--- config.mk ---
export PLATFORM = sky130hd
export DESIGN_NAME = fetch_pq_flat
export DESIGN_NICKNAME = d
export VERILOG_FILES = /design/src/rtl/fetch_pq_if.sv /design/src/rtl/fetch_pq.sv /design/src/flat_wrapper.sv
export SDC_FILE = /design/constraint.sdc
export NUM_CORES = 1
export LEC_CHECK = 0
export ABC_AREA = 1
export CAP_MARGIN = 20
export CORE_MARGIN = 2
export CORE_UTILIZATION = 50
export DETAILED_ROUTE_END_ITERATION = 12
export PLACE_DENSITY = 0.84
export SLEW_MARGIN = 20
export SYNTH_ARGS = -nofsm -noshare
export SYNTH_HDL_FRONTEND = slang
export SYNTH_SLANG_ARGS = --single-unit
--- constraint.sdc ---
create_clock -name clk -period 10.4 [get_ports clk]
set_clock_uncertainty 0.05 [all_clocks]
set_input_delay 2.08 -clock clk [delete_from_list [all_inputs] [get_ports clk]]
set_output_delay 2.08 -clock clk [all_outputs]
set_load 0.1 [all_outputs]
--- src/rtl/fetch_pq_if.sv ---
// rtl/fetch_pq_if.sv - icache and decode-side signal bundle for fetch_pq
//
// Purpose: groups the icache request/response signals, the hazard-unit
// redirect/stall controls and the decode-facing final_* register into one
// interface so fetch_pq and its environment connect through a single port.
// XLEN must match the XLEN of the fetch_pq instance it is bound to.
//
// Signals:
//   cache_ack   icache -> fetch   one-cycle response strobe
//   inst        icache -> fetch   instruction, valid while cache_ack=1
//   addr_ready  fetch  -> icache  one-cycle request pulse
//   addr        fetch  -> icache  request address, stable until its ack
//   stall       hazard -> fetch   decode cannot accept, hold final_*
//   jal/branch  hazard -> fetch   redirect requests
//   j_target/b_target             redirect targets
//   final_pc/final_inst/final_valid  fetch -> decode
// Modports: master = fetch unit, slave = surrounding icache/decode/hazard logic.
interface fetch_pq_if #(
  parameter int XLEN = 32
);
  logic            cache_ack;
  logic [XLEN-1:0] inst;
  logic            addr_ready;
  logic [XLEN-1:0] addr;
  logic            stall;
  logic            jal;
  logic            branch;
  logic [XLEN-1:0] j_target;
  logic [XLEN-1:0] b_target;
  logic [XLEN-1:0] final_pc;
  logic [XLEN-1:0] final_inst;
  logic            final_valid;

  modport master (
    input  cache_ack, inst, stall, jal, branch, j_target, b_target,
    output addr_ready, addr, final_pc, final_inst, final_valid
  );

  modport slave (
    output cache_ack, inst, stall, jal, branch, j_target, b_target,
    input  addr_ready, addr, final_pc, final_inst, final_valid
  );
endinterface

--- src/rtl/fetch_pq.sv ---
// rtl/fetch_pq.sv - prefetching fetch unit with DEPTH-entry instruction queue
//
// Purpose: issues at most one icache request at a time, buffers responses in
// a circular queue and presents one {pc, inst} per cycle (or a NOP bubble) to
// decode. Redirects flush the queue, retarget fetch and drop any stale
// in-flight response; further redirects are locked out until the first
// instruction at the new target reaches final_*.
//
// Ports:
//   clk   clock, all state changes on posedge
//   rst   synchronous active-low reset
//   bus   fetch_pq_if.master (icache request/response, stall/redirect, final_*)
//
// Optional feature: define FETCH_BYPASS_EN to let a response that arrives
// with the queue empty and decode ready load final_* directly at the ack edge.
module fetch_pq #(
  parameter int              XLEN     = 32,
  parameter int              DEPTH    = 4,
  parameter logic [XLEN-1:0] RESET_PC = '0,
  parameter logic [XLEN-1:0] NOP      = 32'h00000013
) (
  input logic         clk,
  input logic         rst,
  fetch_pq_if.master  bus
);
  localparam int PW = $clog2(DEPTH);
  localparam int CW = $clog2(DEPTH + 1);

  typedef enum logic [1:0] {IDLE, WAIT, DROP} state_t;

  state_t          state, state_nx;
  logic [XLEN-1:0] fetch_pc;
  logic [XLEN-1:0] lock_pc;
  logic            lock;
  logic [XLEN-1:0] pc_mem   [DEPTH];
  logic [XLEN-1:0] inst_mem [DEPTH];
  logic [PW-1:0]   head, tail;
  logic [CW-1:0]   count;

  logic            redirect;
  logic [XLEN-1:0] target;
  logic            launch;
  logic            ack_take;
  logic            bypass;
  logic            push;
  logic            pop;

  assign redirect = (bus.jal | bus.branch) & ~lock;
  assign target   = bus.jal ? {bus.j_target[XLEN-1:2], 2'b00}
                            : {bus.b_target[XLEN-1:2], 2'b00};
  assign launch   = (state == IDLE) && !redirect && (count < CW'(DEPTH));
  // A response is only kept when it belongs to the current fetch stream:
  // a redirect in the same cycle makes it stale.
  assign ack_take = (state == WAIT) && bus.cache_ack && !redirect;
`ifdef FETCH_BYPASS_EN
  assign bypass   = ack_take && (count == '0) && !bus.stall;
`else
  assign bypass   = 1'b0;
`endif
  assign push     = ack_take && !bypass;
  assign pop      = !redirect && !bus.stall && (count != '0);

  always_ff @(posedge clk) begin
    if (!rst) state <= IDLE;
    else      state <= state_nx;
  end

  always_comb begin
    state_nx = state;
    case (state)
      IDLE:    if (launch) state_nx = WAIT;
      // ack wins over redirect: the response is discarded but nothing is
      // left in flight, so there is nothing to drop.
      WAIT:    if (bus.cache_ack) state_nx = IDLE;
               else if (redirect) state_nx = DROP;
      DROP:    if (bus.cache_ack) state_nx = IDLE;
      default: state_nx = IDLE;
    endcase
  end

  // Queue storage carries no reset; validity is tracked by count.
  always_ff @(posedge clk) begin
    if (push) begin
      pc_mem[tail]   <= bus.addr;
      inst_mem[tail] <= bus.inst;
    end
  end

  always_ff @(posedge clk) begin
    if (!rst) begin
      fetch_pc        <= RESET_PC;
      lock            <= 1'b0;
      lock_pc         <= '0;
      head            <= '0;
      tail            <= '0;
      count           <= '0;
      bus.addr_ready  <= 1'b0;
      bus.addr        <= '0;
      bus.final_pc    <= '0;
      bus.final_inst  <= NOP;
      bus.final_valid <= 1'b0;
    end else begin
      bus.addr_ready <= launch;
      if (launch)   bus.addr <= fetch_pc;
      if (ack_take) fetch_pc <= bus.addr + XLEN'(4);
      if (push)     tail     <= tail + PW'(1);

      if (redirect) begin
        fetch_pc        <= target;
        lock            <= 1'b1;
        lock_pc         <= target;
        head            <= '0;
        tail            <= '0;
        count           <= '0;
        bus.final_pc    <= '0;
        bus.final_inst  <= NOP;
        bus.final_valid <= 1'b0;
      end else begin
        count <= count + CW'(push) - CW'(pop);
        if (!bus.stall) begin
          if (pop) begin
            bus.final_pc    <= pc_mem[head];
            bus.final_inst  <= inst_mem[head];
            bus.final_valid <= 1'b1;
            head            <= head + PW'(1);
            if (lock && (pc_mem[head] == lock_pc)) lock <= 1'b0;
          end else if (bypass) begin
            bus.final_pc    <= bus.addr;
            bus.final_inst  <= bus.inst;
            bus.final_valid <= 1'b1;
            if (lock && (bus.addr == lock_pc)) lock <= 1'b0;
          end else begin
            bus.final_pc    <= '0;
            bus.final_inst  <= NOP;
            bus.final_valid <= 1'b0;
          end
        end
      end
    end
  end
endmodule

--- src/flat_wrapper.sv ---
// flat-port wrapper written by rule: the top's interface ports become plain ports
module fetch_pq_flat 
#(
  parameter int              XLEN     = 32,
  parameter int              DEPTH    = 4,
  parameter logic [XLEN-1:0] RESET_PC = '0,
  parameter logic [XLEN-1:0] NOP      = 32'h00000013
)
  (clk, rst, bus_cache_ack, bus_inst, bus_stall, bus_jal, bus_branch, bus_j_target, bus_b_target, bus_addr_ready, bus_addr, bus_final_pc, bus_final_inst, bus_final_valid);
  fetch_pq_if #(.XLEN(XLEN)) bus_i ();
  input logic clk;
  input logic rst;
  input wire logic [$bits(bus_i.cache_ack)-1:0] bus_cache_ack;
  input wire logic [$bits(bus_i.inst)-1:0] bus_inst;
  input wire logic [$bits(bus_i.stall)-1:0] bus_stall;
  input wire logic [$bits(bus_i.jal)-1:0] bus_jal;
  input wire logic [$bits(bus_i.branch)-1:0] bus_branch;
  input wire logic [$bits(bus_i.j_target)-1:0] bus_j_target;
  input wire logic [$bits(bus_i.b_target)-1:0] bus_b_target;
  output wire logic [$bits(bus_i.addr_ready)-1:0] bus_addr_ready;
  output wire logic [$bits(bus_i.addr)-1:0] bus_addr;
  output wire logic [$bits(bus_i.final_pc)-1:0] bus_final_pc;
  output wire logic [$bits(bus_i.final_inst)-1:0] bus_final_inst;
  output wire logic [$bits(bus_i.final_valid)-1:0] bus_final_valid;
  assign bus_i.cache_ack = bus_cache_ack;
  assign bus_i.inst = bus_inst;
  assign bus_i.stall = bus_stall;
  assign bus_i.jal = bus_jal;
  assign bus_i.branch = bus_branch;
  assign bus_i.j_target = bus_j_target;
  assign bus_i.b_target = bus_b_target;
  assign bus_addr_ready = bus_i.addr_ready;
  assign bus_addr = bus_i.addr;
  assign bus_final_pc = bus_i.final_pc;
  assign bus_final_inst = bus_i.final_inst;
  assign bus_final_valid = bus_i.final_valid;
  fetch_pq #(.XLEN(XLEN), .DEPTH(DEPTH), .RESET_PC(RESET_PC), .NOP(NOP)) u_core (.clk(clk), .rst(rst), .bus(bus_i));
endmodule
== After elaboration in Yosys (flattened, before gate mapping) ==
Memory sizes are Yosys's and may differ from the RTL's. A register that Yosys moved wholly into a read port is not among the register bits.
Cells that the tools add are included.
Storage, ports and cells
  register bits after elaboration: 172
  bits in writable memories: 256
  bits of input ports: 102
  output and inout port bits: 98
  logic and storage cells: 71
  memories: 2
Memories
  u_core.inst_mem: depth 4, width 32, read ports 1, clocked after memory_dff 1, write ports 1, RTL line fetch_pq.sv:36  | logic [XLEN-1:0] inst_mem [DEPTH];
  u_core.pc_mem: depth 4, width 32, read ports 1, clocked after memory_dff 1, write ports 1, RTL line fetch_pq.sv:35  | logic [XLEN-1:0] pc_mem [DEPTH];
Cells by class
  add/subtract/negate cells: 5
  order comparisons: 1
  equal/unequal tests: 7
  muxes and demuxes: 21
  bitwise gates (word level): 5
  reductions and logical operators: 18
Operators by type and width (number)
  32-bit two-way mux: 5
  32-bit by 3-bit adder with 32-bit output (second input constant): 1
  32-bit equality test: 1
  2-bit two-way mux: 8
  1-bit logical AND: 7
  1-bit two-way mux: 7
  2-bit one-hot mux with 3 select lines: 1
  3-bit AND reduction: 2
  2-bit nonzero test: 3
  2-bit by 1-bit adder with 2-bit output (second input constant): 2
  2-bit by 1-bit inequality test with 1-bit output (second input constant): 2
  3-bit by 1-bit adder with 3-bit output: 1
  3-bit < comparator (second input constant): 1
  3-bit by 2-bit inequality test with 1-bit output (second input constant): 1
  1-bit NOT: 3
  3-bit nonzero test: 1
  3-bit by 1-bit subtractor with 3-bit output: 1
  2-bit by 1-bit equality test with 1-bit output (second input constant): 1
  2-bit equality test (second input constant): 1
  1-bit logical NOT: 2
  2-bit logical NOT: 1
  2-bit inequality test (second input constant): 1
  2-bit AND reduction: 1
  2-bit OR reduction: 1
  other kinds (2): 2

== Logic depth before layout (Yosys ltp) ==
Gate-level depths: netlist of the first run.
  depth after elaboration: 8
  gate-level depth with buffers: 16
  mapped depth without buffers: 14

== Worst setup path before layout of the first run ==
OpenSTA, ideal clock, no wires.
  path type: input -> register
  start point: in bus_jal
  end point: mem u_core.inst_mem[0][0], enable pin
  library setup time: 0.486 ns
  arrival: 5.563 ns
  data required time: 9.864 ns
  path slack: 4.300 ns
  stages on the path: 6
  buffers on the path: 1
  cells stage by stage: o21ai_1 inv_2 buf_2 nor2_1 inv_1 nor2_1
On the way
  word-level cells in the longest chain between the ends: 6
RTL lines
  start, declared: RTL line flat_wrapper.sv:16  | input wire logic [$bits(bus_i.jal)-1:0] bus_jal;
  1-bit bitwise OR: RTL line fetch_pq.sv:48  | assign redirect = (bus.jal | bus.branch) & ~lock;
  1-bit bitwise AND: RTL line fetch_pq.sv:48
  1-bit logical NOT: RTL line fetch_pq.sv:54  | assign ack_take = (state == WAIT) && bus.cache_ack && !redirect;
  1-bit logical AND: RTL line fetch_pq.sv:54
  named net u_core.ack_take: RTL line fetch_pq.sv:43  | logic ack_take;
  1-bit two-way mux: RTL line fetch_pq.sv:83  | if (push) begin
  1-bit two-way mux (implied by the code): RTL line fetch_pq.sv:85  | inst_mem[tail] <= bus.inst;
  end, declared: RTL line fetch_pq.sv:36
The timed path passes the listed nets, and every way through them passes these cells.

== Worst setup path after layout of the first run ==
  start point: in bus_jal
  end point: mem u_core.inst_mem[3][8], enable pin
The elaborated chain is that of the path after synthesis.

==> results of run 1 <==
routing by layer:
layer  track usage (%)  up-vias  part of all wire (%)
li1                  -     6269                     -
met1             31.70     6389                    39
met2             41.10      779                    48
met3             4.612      101                    11
met4             7.305        2                   2.4
met5                 0        -                 0.027
worst register-to-register path, stage by stage, from the launching register on:
cell and delay [ns]:
dfxtp_4 0.79, clkinv_2 0.90, buf_4 0.65, nand2_1 0.19
nand3_1 0.12, nand2_1 0.14, nand2_1 0.06, nand2_1 0.10
nand2_1 0.08, nor2_1 0.13, nand2_1 0.07, nor2_1 0.13
nand2_1 0.10, nand2_1 0.07, a21oi_1 0.05
area by class of cell:
class	instances	area, um^2	share of cell area, %
sequential	428	11140	52.91
clock inverter	24	352.8	1.676
timing repair buffer	211	2067	9.820
multi-input combinational	1105	5358	25.45
clock buffer	56	1227	5.832
inverter	92	346.6	1.647
tap	448	560.5	2.663
cell families after synthesis:
logic type | Yosys count
compound gates | 339
buf+inv | 188
simple gates | 711
flops | 428
fa+ha+maj | 8
mux | 30
xor+xnor | 17
Yosys cell counts, types with 28 or more instances:
master,n
a21oi_1,107
buf_2,28
clkbuf_1,52
dfxtp_1,172
edfxtp_1,256
inv_1,85
mux2_2,30
nand2_1,418
nand3_1,138
nor2_1,129
o21ai_0,137
o22ai_1,65
worst paths after layout:
kind | startpoint | end | slack, ns | cells past startpoint
hold / removal | u_core.bus.final_pc[12] | u_core.bus.final_pc[12] | 0.41 | 2
hold reg to reg | u_core.bus.final_pc[12] | u_core.bus.final_pc[12] | 0.41 | 2
setup reg to reg | flip-flop | u_core.lock | 6.62 | 14
setup / recovery | bus_jal | u_core.inst_mem[3][8] | 4.95 | 9
cells in the final DEF, fill, tap and decap left out, drive strengths merged, types with 3 or more instances in the layout:
cell           synthesis  final
clkbuf                52     56
xor2                  15     15
nor4                   4      4
nor3                   5      5
o22ai                 65     65
o21ai                140    140
inv                   92     93
mux2                  30     30
ha                     7      7
clkinvlp               0      4
bufinv                 0      8
clkinv                 0     11
nand3                138    138
nand2                419    419
nand4                 10     10
a21oi                107    107
a31oi                 22     22
edfxtp               256    256
buf                   44     17
dfxtp                172    172
clkdlybuf4s50          0    194
o211ai                 3      3
nor2                 134    134
metrics by stage:
step / cells / power, mW / util, %
4_1_cts: 2364 / 4.012 / 62.46
5_1_grt: 2364 / 4.112 / 62.46
2_1_floorplan: 1721 / 2.203 / -
3_3_place_gp: 2284 / 2.334 / 57.77
3_5_place_dp: 2284 / 2.346 / 57.77
6_report: 2364 / 4.005 / 62.46
flip-flops by register name (all words and copies together), names as in the netlist, named ones only:
register,flops
u_core.count,3
u_core.bus.addr,32
u_core.fetch_pc,32
u_core.bus.final_valid,1
u_core.state,2
u_core.lock_pc,30
u_core.lock,1
u_core.bus.final_pc,32
u_core.pc_mem,128
u_core.head,2
u_core.bus.final_inst,32
u_core.inst_mem,128
u_core.tail,2
u_core.bus.addr_ready,1
where the power goes:
part | internal (mW) | switching (mW)
clock | 1.04 | 0.647
combinational | 0.119 | 0.282
sequential | 1.86 | 0.0615
total | 3.01 | 0.990
==> out/metrics.yaml, run 1 <==
critical_path:
  arrival_ns: 5.55
  crit_path_cell_trace: "clkdlybuf4s50_1 -> buf_4 -> o21ai_2 -> buf_4 -> inv_2 -> nor2_1 -> inv_1 -> nor2_4 -> buf_4"
  critPathMaxStageDelay_ns: 0.74
  required_ns: 10.50
  critPathLaunchType: "primary input"
  cp_top_family: "buffers and inverters"
  critPathBufInv: 6
  path_max_fanout: 48
  critPathCaptureType: "flip-flop"
  crit_top_cell: "buf_4"
  crit_slowest_cell: "buf_4"
  critical_path_class: "primary input to flip-flop"
drt:
  via_per_inst: 5.728
  ant_nets: 0
  vias: 13540
  dr.pass1.iters: 5
  route.detailed.drc: 0
  drt-total-wl_um: 44430
  first_iter_violations: 1537
  avgRoutedWirePerCell_um: 18.79
worst_hold_path:
  min_path_type: "flip-flop to flip-flop"
yosys:
  synth_top_area_cell: "edfxtp_1"
  synth_edf_count: 256
  synth-seq-cells: 428
  ys.flop_type: "edfxtp_1"
  synth-simple-area-share_pct: 16.87
  synth_fa_ha_area_share_pct: 0.6246
  async_flop_share_pct: 0
  synth_compound_area_share_pct: 10.55
  synth_top_family_by_area: "simple AND/OR/NAND/NOR gates"
  syn_nets: 1831
  avgSynthCellArea_um2: 10.01
  syn_inst: 1721
  yosysUniqueCellTypes: 31
  yosys_warnings: 0
  synth-xor-area-share_pct: 0.8643
  ys_seq_area_share_pct: 64.61
  synthTopCellsByArea: "edfxtp_1 (45%), dfxtp_1 (20%), nand2_1 (9.1%), nand3_1 (4.0%), o21ai_0 (4.0%)"
  synth_top_area_share_pct: 44.62
  synth_mux_area_share_pct: 1.961
  syn_area_um2: 17230
timing:
  setup_viol: 0
  min_period_over_period_pct: 52.43
  worst_slew_pin_slew_ns: 1.084
  hold_viol_final: 0
  relSlewSlack_pct: 27.53
  fmax_mhz: 183.4
  tns_ns: 0
  rsz0062_at_grt: "no"
  hold_ws_ns: 0.4118
  setup_ws_ns: 4.948
  maxSlewViolCount: 0
  finalCriticalPeriod_ns: 5.452
place:
  place_ws_ns: 4.458
  place.port_buffers: 195
  dp_hpwl_um: 26400
  placed_area_um2: 19470
  routabilityCongestion: 0.9133
die:
  die_area_um2: 35960
  rows: 67
  die_y_um: 189.6
  die_x_um: 189.6
  core_um2: 33700
  initial_core_util_pct: 51.12
  io_pins: 200
cts:
  clock_latency_ns: 0.54
  path_clk_slew_ns: 0.05
  cts_tree: "built"
  cts_hold_buf: 0
  htree_levels: 2
  numClockSinks: 428
  cts_resized: 0
  cts.root.buffer_cell: "clkbuf_16"
  clock_path_buffers: 3
  cts_made_buffers: 43
  post_cts_buffers: 0
pwr:
  leakagePower_nw: 7.447
  powerDensity_nw_per_um2: 190.3
  peakVddDrop_mv: 0.1098
global_routing:
  grt_pass1_wl_um: 68080
  grt_max_degree: 71
  grt_overflow: 0
  grt_pass1_vias: 12951
  grt_antenna_before_repair: 1
  grt_usage_pct: 24.21
finish:
  area_delta_synth_final_pct: 22.17
  antennaDiodeCount: 0
  fill_cells: 2597
  final_area_um2: 21050
  drive_above_1_share_pct: 7.463
  final_nets: 1991
run:
  drv_cap: 0
status:
  status: "finished clean"
Power figures use the tool's default switching activity.
==> inputs of run 2 (changes only) <==
--- a/config.mk
+++ b/config.mk
@@ -10,7 +10,7 @@
 export CORE_MARGIN = 2
 export CORE_UTILIZATION = 50
 export DETAILED_ROUTE_END_ITERATION = 12
-export PLACE_DENSITY = 0.84
+export PLACE_DENSITY = 0.87
 export SLEW_MARGIN = 20
 export SYNTH_ARGS = -nofsm -noshare
 export SYNTH_HDL_FRONTEND = slang
==> constraint.sdc (replaced) <==
create_clock -name clk -period 4.5 [get_ports clk]
set_clock_uncertainty 0.05 [all_clocks]
set_input_delay 0.9 -clock clk [delete_from_list [all_inputs] [get_ports clk]]
set_output_delay 0.9 -clock clk [all_outputs]
set_load 0.1 [all_outputs]
==> out/metrics.yaml, run 2 (same netlist as run 1, synthesis figures left out) <==
die:
  io_pins: 200  # unchanged
  die_area_um2: 35960  # unchanged
  initial_core_util_pct: 51.12  # unchanged
  core_um2: 33700  # unchanged
  die_y_um: 189.6  # unchanged
  rows: 67  # unchanged
  die_x_um: 189.6  # unchanged
cts:
  cts.root.buffer_cell: "clkbuf_16"
  post_cts_buffers: 0  # unchanged
  cts_hold_buf: 0  # unchanged
  numClockSinks: 428  # unchanged
  cts_tree: "built"
  path_clk_slew_ns: 0.06  # about the same
  cts_resized: 0  # unchanged
  clock_latency_ns: 0.53  # about the same
  cts_made_buffers: 42  # -2.3%
  clock_path_buffers: 3  # unchanged
  htree_levels: 2  # unchanged
timing:
  setup_ws_ns: 1.147  # -3.800 ns
  maxSlewViolCount: 0  # unchanged
  finalCriticalPeriod_ns: 3.353
  min_period_over_period_pct: 74.51
  rsz0062_at_grt: "no"
  relSlewSlack_pct: 26.94  # -0.60 points
  setup_viol: 0  # unchanged
  hold_viol_final: 0  # unchanged
  worst_slew_pin_slew_ns: 1.093  # +0.008915 ns
  fmax_mhz: 298.2
critical_path:
  path_max_fanout: 11  # -77%
  crit_path_cell_trace: "clkdlybuf4s50_1"
  critPathLaunchType: "flip-flop"
  critPathBufInv: 1  # -5
  required_ns: 3.55  # -6.95 ns
  critPathCaptureType: "output port"
  crit_slowest_cell: "clkdlybuf4s50_1"
  arrival_ns: 2.40  # -3.15 ns
  critPathMaxStageDelay_ns: 1.25  # +0.51 ns
  critical_path_class: "flip-flop to output port"
  cp_top_family: "buffers and inverters"
drt:
  via_per_inst: 5.768  # +0.70%
  dr.pass1.iters: 6  # +1
  avgRoutedWirePerCell_um: 19.31  # +2.8%
  vias: 13670  # +0.96%
  first_iter_violations: 1579  # +2.7%
  drt-total-wl_um: 45780  # +3.0%
  ant_nets: 0  # unchanged
  route.detailed.drc: 0  # unchanged
pwr:
  seqPwrFrac_pct: 50.6  # +2.7 points
  powerDensity_nw_per_um2: 419.7  # +120%
  switching_share_pct: 25.26  # +0.54 points
  p_clk_share_pct: 38.7  # -3.4 points
  leakagePower_nw: 7.375  # -0.97%
  p_comb_share_pct: 10.7  # +0.7 points
  p_int_mw: 6.554  # +120%
  peakVddDrop_mv: 0.3198  # +190%
  power_switching_mw: 2.215  # +120%
place:
  dp_cells: 2291  # +0.31%
  routabilityCongestion: 0.8857  # -3.0%
  place.port_buffers: 195  # unchanged
  dp_hpwl_um: 28210  # +6.8%
  place_ws_ns: 0.9203  # -3.537 ns
global_routing:
  grt_max_degree: 69  # -2.8%
  grt_overflow: 0  # unchanged
  grt_usage_pct: 25.15  # +0.94 points
  grt_antenna_before_repair: 0  # -1
  grt_pass1_wl_um: 70750  # +3.9%
  grt_pass1_vias: 13319  # +2.8%
run:
  drv_cap: 0  # unchanged
finish:
  multi_input_area_um2: 5358  # unchanged
  seqCellArea_um2: 11140  # unchanged
  area_delta_synth_final_pct: 21.27
  layout_common_cells: "nand2_1 (418), edfxtp_1 (256), clkdlybuf4s50_1 (194), dfxtp_1 (170), nand3_1 (138)"
  drive_above_1_share_pct: 6.875  # -0.59 points
  final_common_cell: "nand2_1"
  fin_cells: 2370  # +0.25%
  final_nets: 1997  # +0.30%
  fill_cells: 2607  # +0.39%
  reg.largest.list: "u_core.inst_mem (128), u_core.pc_mem (128)"
status:
  status: "finished clean"
worst_hold_path:
  min_path_type: "flip-flop to flip-flop"
==> run 2: cell count changes in the layout (fill, tap and decap cells not counted) <==
cell and delta:
bufinv_16 -5, clkbuf_1 +8, clkinv_4 -1, buf_4 +4, clkbuf_8 -3, clkinvlp_4 -4, clkinv_8 -1, buf_12 +3
clkinv_2 -2, clkbuf_16 -2, clkinv_1 +7, diode_2 +2
==> run 2: worst min-delay path: cells and delay by family (launching register included) <==
kind            cells  cell delay [ns]
compound gates      1             0.06
simple gates        1             0.06
flops               1             0.30
==> run 2: worst paths after layout <==
kind / startpoint / cells past startpoint / to / slack [ns]
max: u_core.bus.addr[23] / 1 / bus_addr[23] / 1.15
min: u_core.bus.final_inst[27] / 2 / u_core.bus.final_inst[27] / 0.41
max reg2reg: flip-flop / 13 / u_core.lock / 1.61
min reg2reg: u_core.bus.final_inst[27] / 2 / u_core.bus.final_inst[27] / 0.41
==> run 2: layout make-up <==
type                            count  area share, %
Sequential cell                   428          53.30
Clock buffer                       59          5.582
Timing Repair Buffer              218          10.32
Inverter                           92          1.659
Antenna cell                        2        0.02396
Multi-Input combinational cell   1105          25.64
Tap cell                          448          2.683
Clock inverter                     18         0.7845
==> run 2: power by group through the flow <==
| stage | clock [mW] | sequential, mW | combinational, mW |
|---|---|---|---|
| after floorplan | 0 | 4.74 | 0.348 |
| after global placement | 0 | 4.50 | 0.898 |
| after detailed placement | 0 | 4.51 | 0.921 |
| after CTS | 3.43 | 4.43 | 0.931 |
| after global routing | 3.60 | 4.45 | 0.997 |
| final | 3.39 | 4.44 | 0.938 |
==> run 2: through the flow <==
stage,utilization [%],power (mW),setup TNS (ns),hold WS [ns],instance area (um^2)
floorplan,-,5.092,-107.40,0.3745,17230
global placement,58.03,5.397,0,0.3890,19560
detailed placement,58.03,5.432,0,0.4068,19560
CTS,61.98,8.785,0,0.4171,20890
global route,61.98,9.041,0,0.4321,20890
finish,62.00,8.769,0,0.4142,20890
==> run 2: routing by layer <==
metal	vias up	part of all wire [%]	wire length [um]	GRT usage (%)
li1	6284	-	-	-
met4	0	2.8	1292	9.004
met1	6401	38	17610	32.89
met3	104	11	5087	4.815
met5	-	0	0	0
met2	881	48	21790	42.03
==> inputs of run 3 (changes only) <==
==> constraint.sdc (replaced) <==
create_clock -name clk -period 2.7 [get_ports clk]
set_clock_uncertainty 0.05 [all_clocks]
set_input_delay 0.54 -clock clk [delete_from_list [all_inputs] [get_ports clk]]
set_output_delay 0.54 -clock clk [all_outputs]
set_load 0.1 [all_outputs]
==> out/metrics.yaml, run 3 (same netlist as run 1, synthesis figures left out) <==
finish:
  area_delta_synth_final_pct: 21.69
  fill_cells: 2582  # -0.96%
  drive_above_1_share_pct: 13.27  # +6.4 points
  antennaDiodeCount: 0  # -2
  final_common_cell: "nand2_1"
  final_nets: 2012  # +0.75%
  layout_common_cells: "nand2_1 (418), edfxtp_1 (256), dfxtp_1 (168), nand3_1 (138), o21ai_0 (137)"
  reg.largest.list: "u_core.inst_mem (128), u_core.pc_mem (128)"
critical_path:
  critPathMaxStageDelay_ns: 0.57  # -0.68 ns
  critPathCaptureType: "flip-flop"
  arrival_ns: 2.60  # +0.20 ns
  crit_end: "u_core.fetch_pc[25]"
  regToRegEndpoint: "u_core.fetch_pc[25]"
  rrSetupSlack_ns: 0.48  # -1.13 ns
  crit_path_cell_trace: "nand3_1 -> nor2_1 -> nand2_1 -> nor2_2 -> inv_1 -> nor2_1 -> nand2_1 -> xnor2_1 -> a21oi_1 -> nor2_1"
  critical_path_class: "flip-flop to flip-flop"
  r2r_start: "u_core.bus.addr[4]"
  required_ns: 3.08  # -0.47 ns
  crit_top_cell: "nor2_1"
  worst_r2r_path_depth: 10  # -3
  critPathLaunch: "u_core.bus.addr[4]"
  crit_slowest_cell: "dfxtp_1"
  path_max_fanout: 10  # -1
  critPathLaunchType: "flip-flop"
timing:
  finalCriticalPeriod_ns: 2.219
  setup_viol: 0  # unchanged
  tns_ns: 0  # unchanged
  rsz0062_at_grt: "no"
  relSlewSlack_pct: 44.87  # +18 points
  worst_slew_pin_slew_ns: 0.8269  # -0.2656 ns
  min_period_over_period_pct: 82.20
  hold_viol_final: 0  # unchanged
  maxSlewViolCount: 0  # unchanged
  fmax_mhz: 450.6
cts:
  cts.root.buffer_cell: "clkbuf_16"
  cts_tree: "built"
  clock_latency_ns: 0.54  # about the same
  clock_path_buffers: 3  # unchanged
  htree_levels: 2  # unchanged
  cts_made_buffers: 43  # +2.4%
  post_cts_buffers: 0  # unchanged
  path_clk_slew_ns: 0.06  # about the same
  cts_resized: 0  # unchanged
  cts_hold_buf: 0  # unchanged
  numClockSinks: 428  # unchanged
drt:
  via_per_inst: 5.686  # -1.4%
  drt-total-wl_um: 45630  # -0.33%
  vias: 13562  # -0.79%
  avgRoutedWirePerCell_um: 19.13  # -0.95%
  route.detailed.drc: 0  # unchanged
  first_iter_violations: 1578  # -0.063%
  dr.pass1.iters: 6  # unchanged
  ant_nets: 0  # unchanged
status:
  status: "finished clean"
pwr:
  power.total_mw: 14.85  # +69%
  peakVddDrop_mv: 0.5444  # +70%
  powerDensity_nw_per_um2: 708.3  # +69%
  leakagePower_nw: 7.713  # +4.6%
place:
  routabilityCongestion: 0.9343  # +5.5%
  place.port_buffers: 195  # unchanged
  dp_hpwl_um: 28790  # +2.0%
global_routing:
  met2_usage_pct: 42.69  # +0.66 points
  grt_pass1_vias: 13284  # -0.26%
  grt_usage_pct: 25.12  # -0.030 points
  grt_overflow: 0  # unchanged
  grt_antenna_before_repair: 0  # unchanged
  grtUsageMet3_pct: 4.409  # -0.41 points
  grt_pass1_wl_um: 70840  # +0.13%
  grt_max_degree: 127  # +84%
  grt_use_met1_pct: 32.83  # -0.058 points
  busiest_layer: "met2"
die:
  initial_core_util_pct: 51.12  # unchanged
  io_pins: 200  # unchanged
  rows: 67  # unchanged
  die_y_um: 189.6  # unchanged
  die_area_um2: 35960  # unchanged
  core_um2: 33700  # unchanged
  die_x_um: 189.6  # unchanged
run:
  drv_cap: 0  # unchanged
worst_hold_path:
  min_path_type: "flip-flop to flip-flop"
==> run 3: worst min-delay path by stage <==
stage                                    startpoint                         to  slack (ns)  cells after the start
after floorplan                  u_core.fetch_pc[2]         u_core.bus.addr[2]        0.37                      2
after global placement           u_core.fetch_pc[2]         u_core.bus.addr[2]        0.38                      2
after detailed placement         u_core.fetch_pc[2]         u_core.bus.addr[2]        0.39                      2
after CTS                   u_core.bus.final_pc[12]    u_core.bus.final_pc[12]        0.41                      2
after global routing      u_core.bus.final_inst[26]  u_core.bus.final_inst[26]        0.43                      2
final                       u_core.bus.final_pc[12]    u_core.bus.final_pc[12]        0.41                      2
==> run 3: report_power, final <==
group          switching (mW)  leakage (nW)  internal, mW
clock network            2.44         0.697          3.43
logic                    1.11          3.28         0.469
registers               0.236          3.74          7.16
==> run 3: stage by stage <==
| stage | hold slack, ns | setup slack (ns) | utilization, % | area, um^2 | instances |
|---|---|---|---|---|---|
| global route | 0.4317 | 0.2254 | 62.21 | 20970 | 2385 |
| finish | 0.4051 | 0.4806 | 62.21 | 20970 | 2385 |
| floorplan | 0.3670 | 0.009486 | - | 17270 | 1721 |
| detailed placement | 0.3897 | 0.03028 | 58.04 | 19560 | 2305 |
| global placement | 0.3836 | 0.03437 | 58.04 | 19560 | 2305 |
| CTS | 0.4084 | 0.5244 | 62.21 | 20970 | 2385 |
==> run 3: area by class of cell <==
class	instances	area [um^2]	area share, %
multi-input cells	1105	5360	25.57
well taps	448	560.5	2.674
flip-flops and latches	428	11140	53.13
clock buffers	60	1205	5.747
clock inverters	20	200.2	0.9549
repair buffers	232	2155	10.28
inverters	92	346.6	1.653
==> run 3: metal layers <==
layer | part of all wire (%) | vias to the layer above
met1 | 38 | 6359
met2 | 48 | 785
li1 | - | 6308
met5 | 0 | -
met3 | 10 | 110
met4 | 2.8 | 0
==> run 3: worst max-delay path, delay by kind of cell, from the launching register on <==
kind,cells,cell delay [ns]
AO/OA/AOI/OAI,1,0.14
XOR/XNOR,1,0.14
buffers and inverters,1,0.10
flip-flops,1,0.57
AND/OR/NAND/NOR,7,1.13
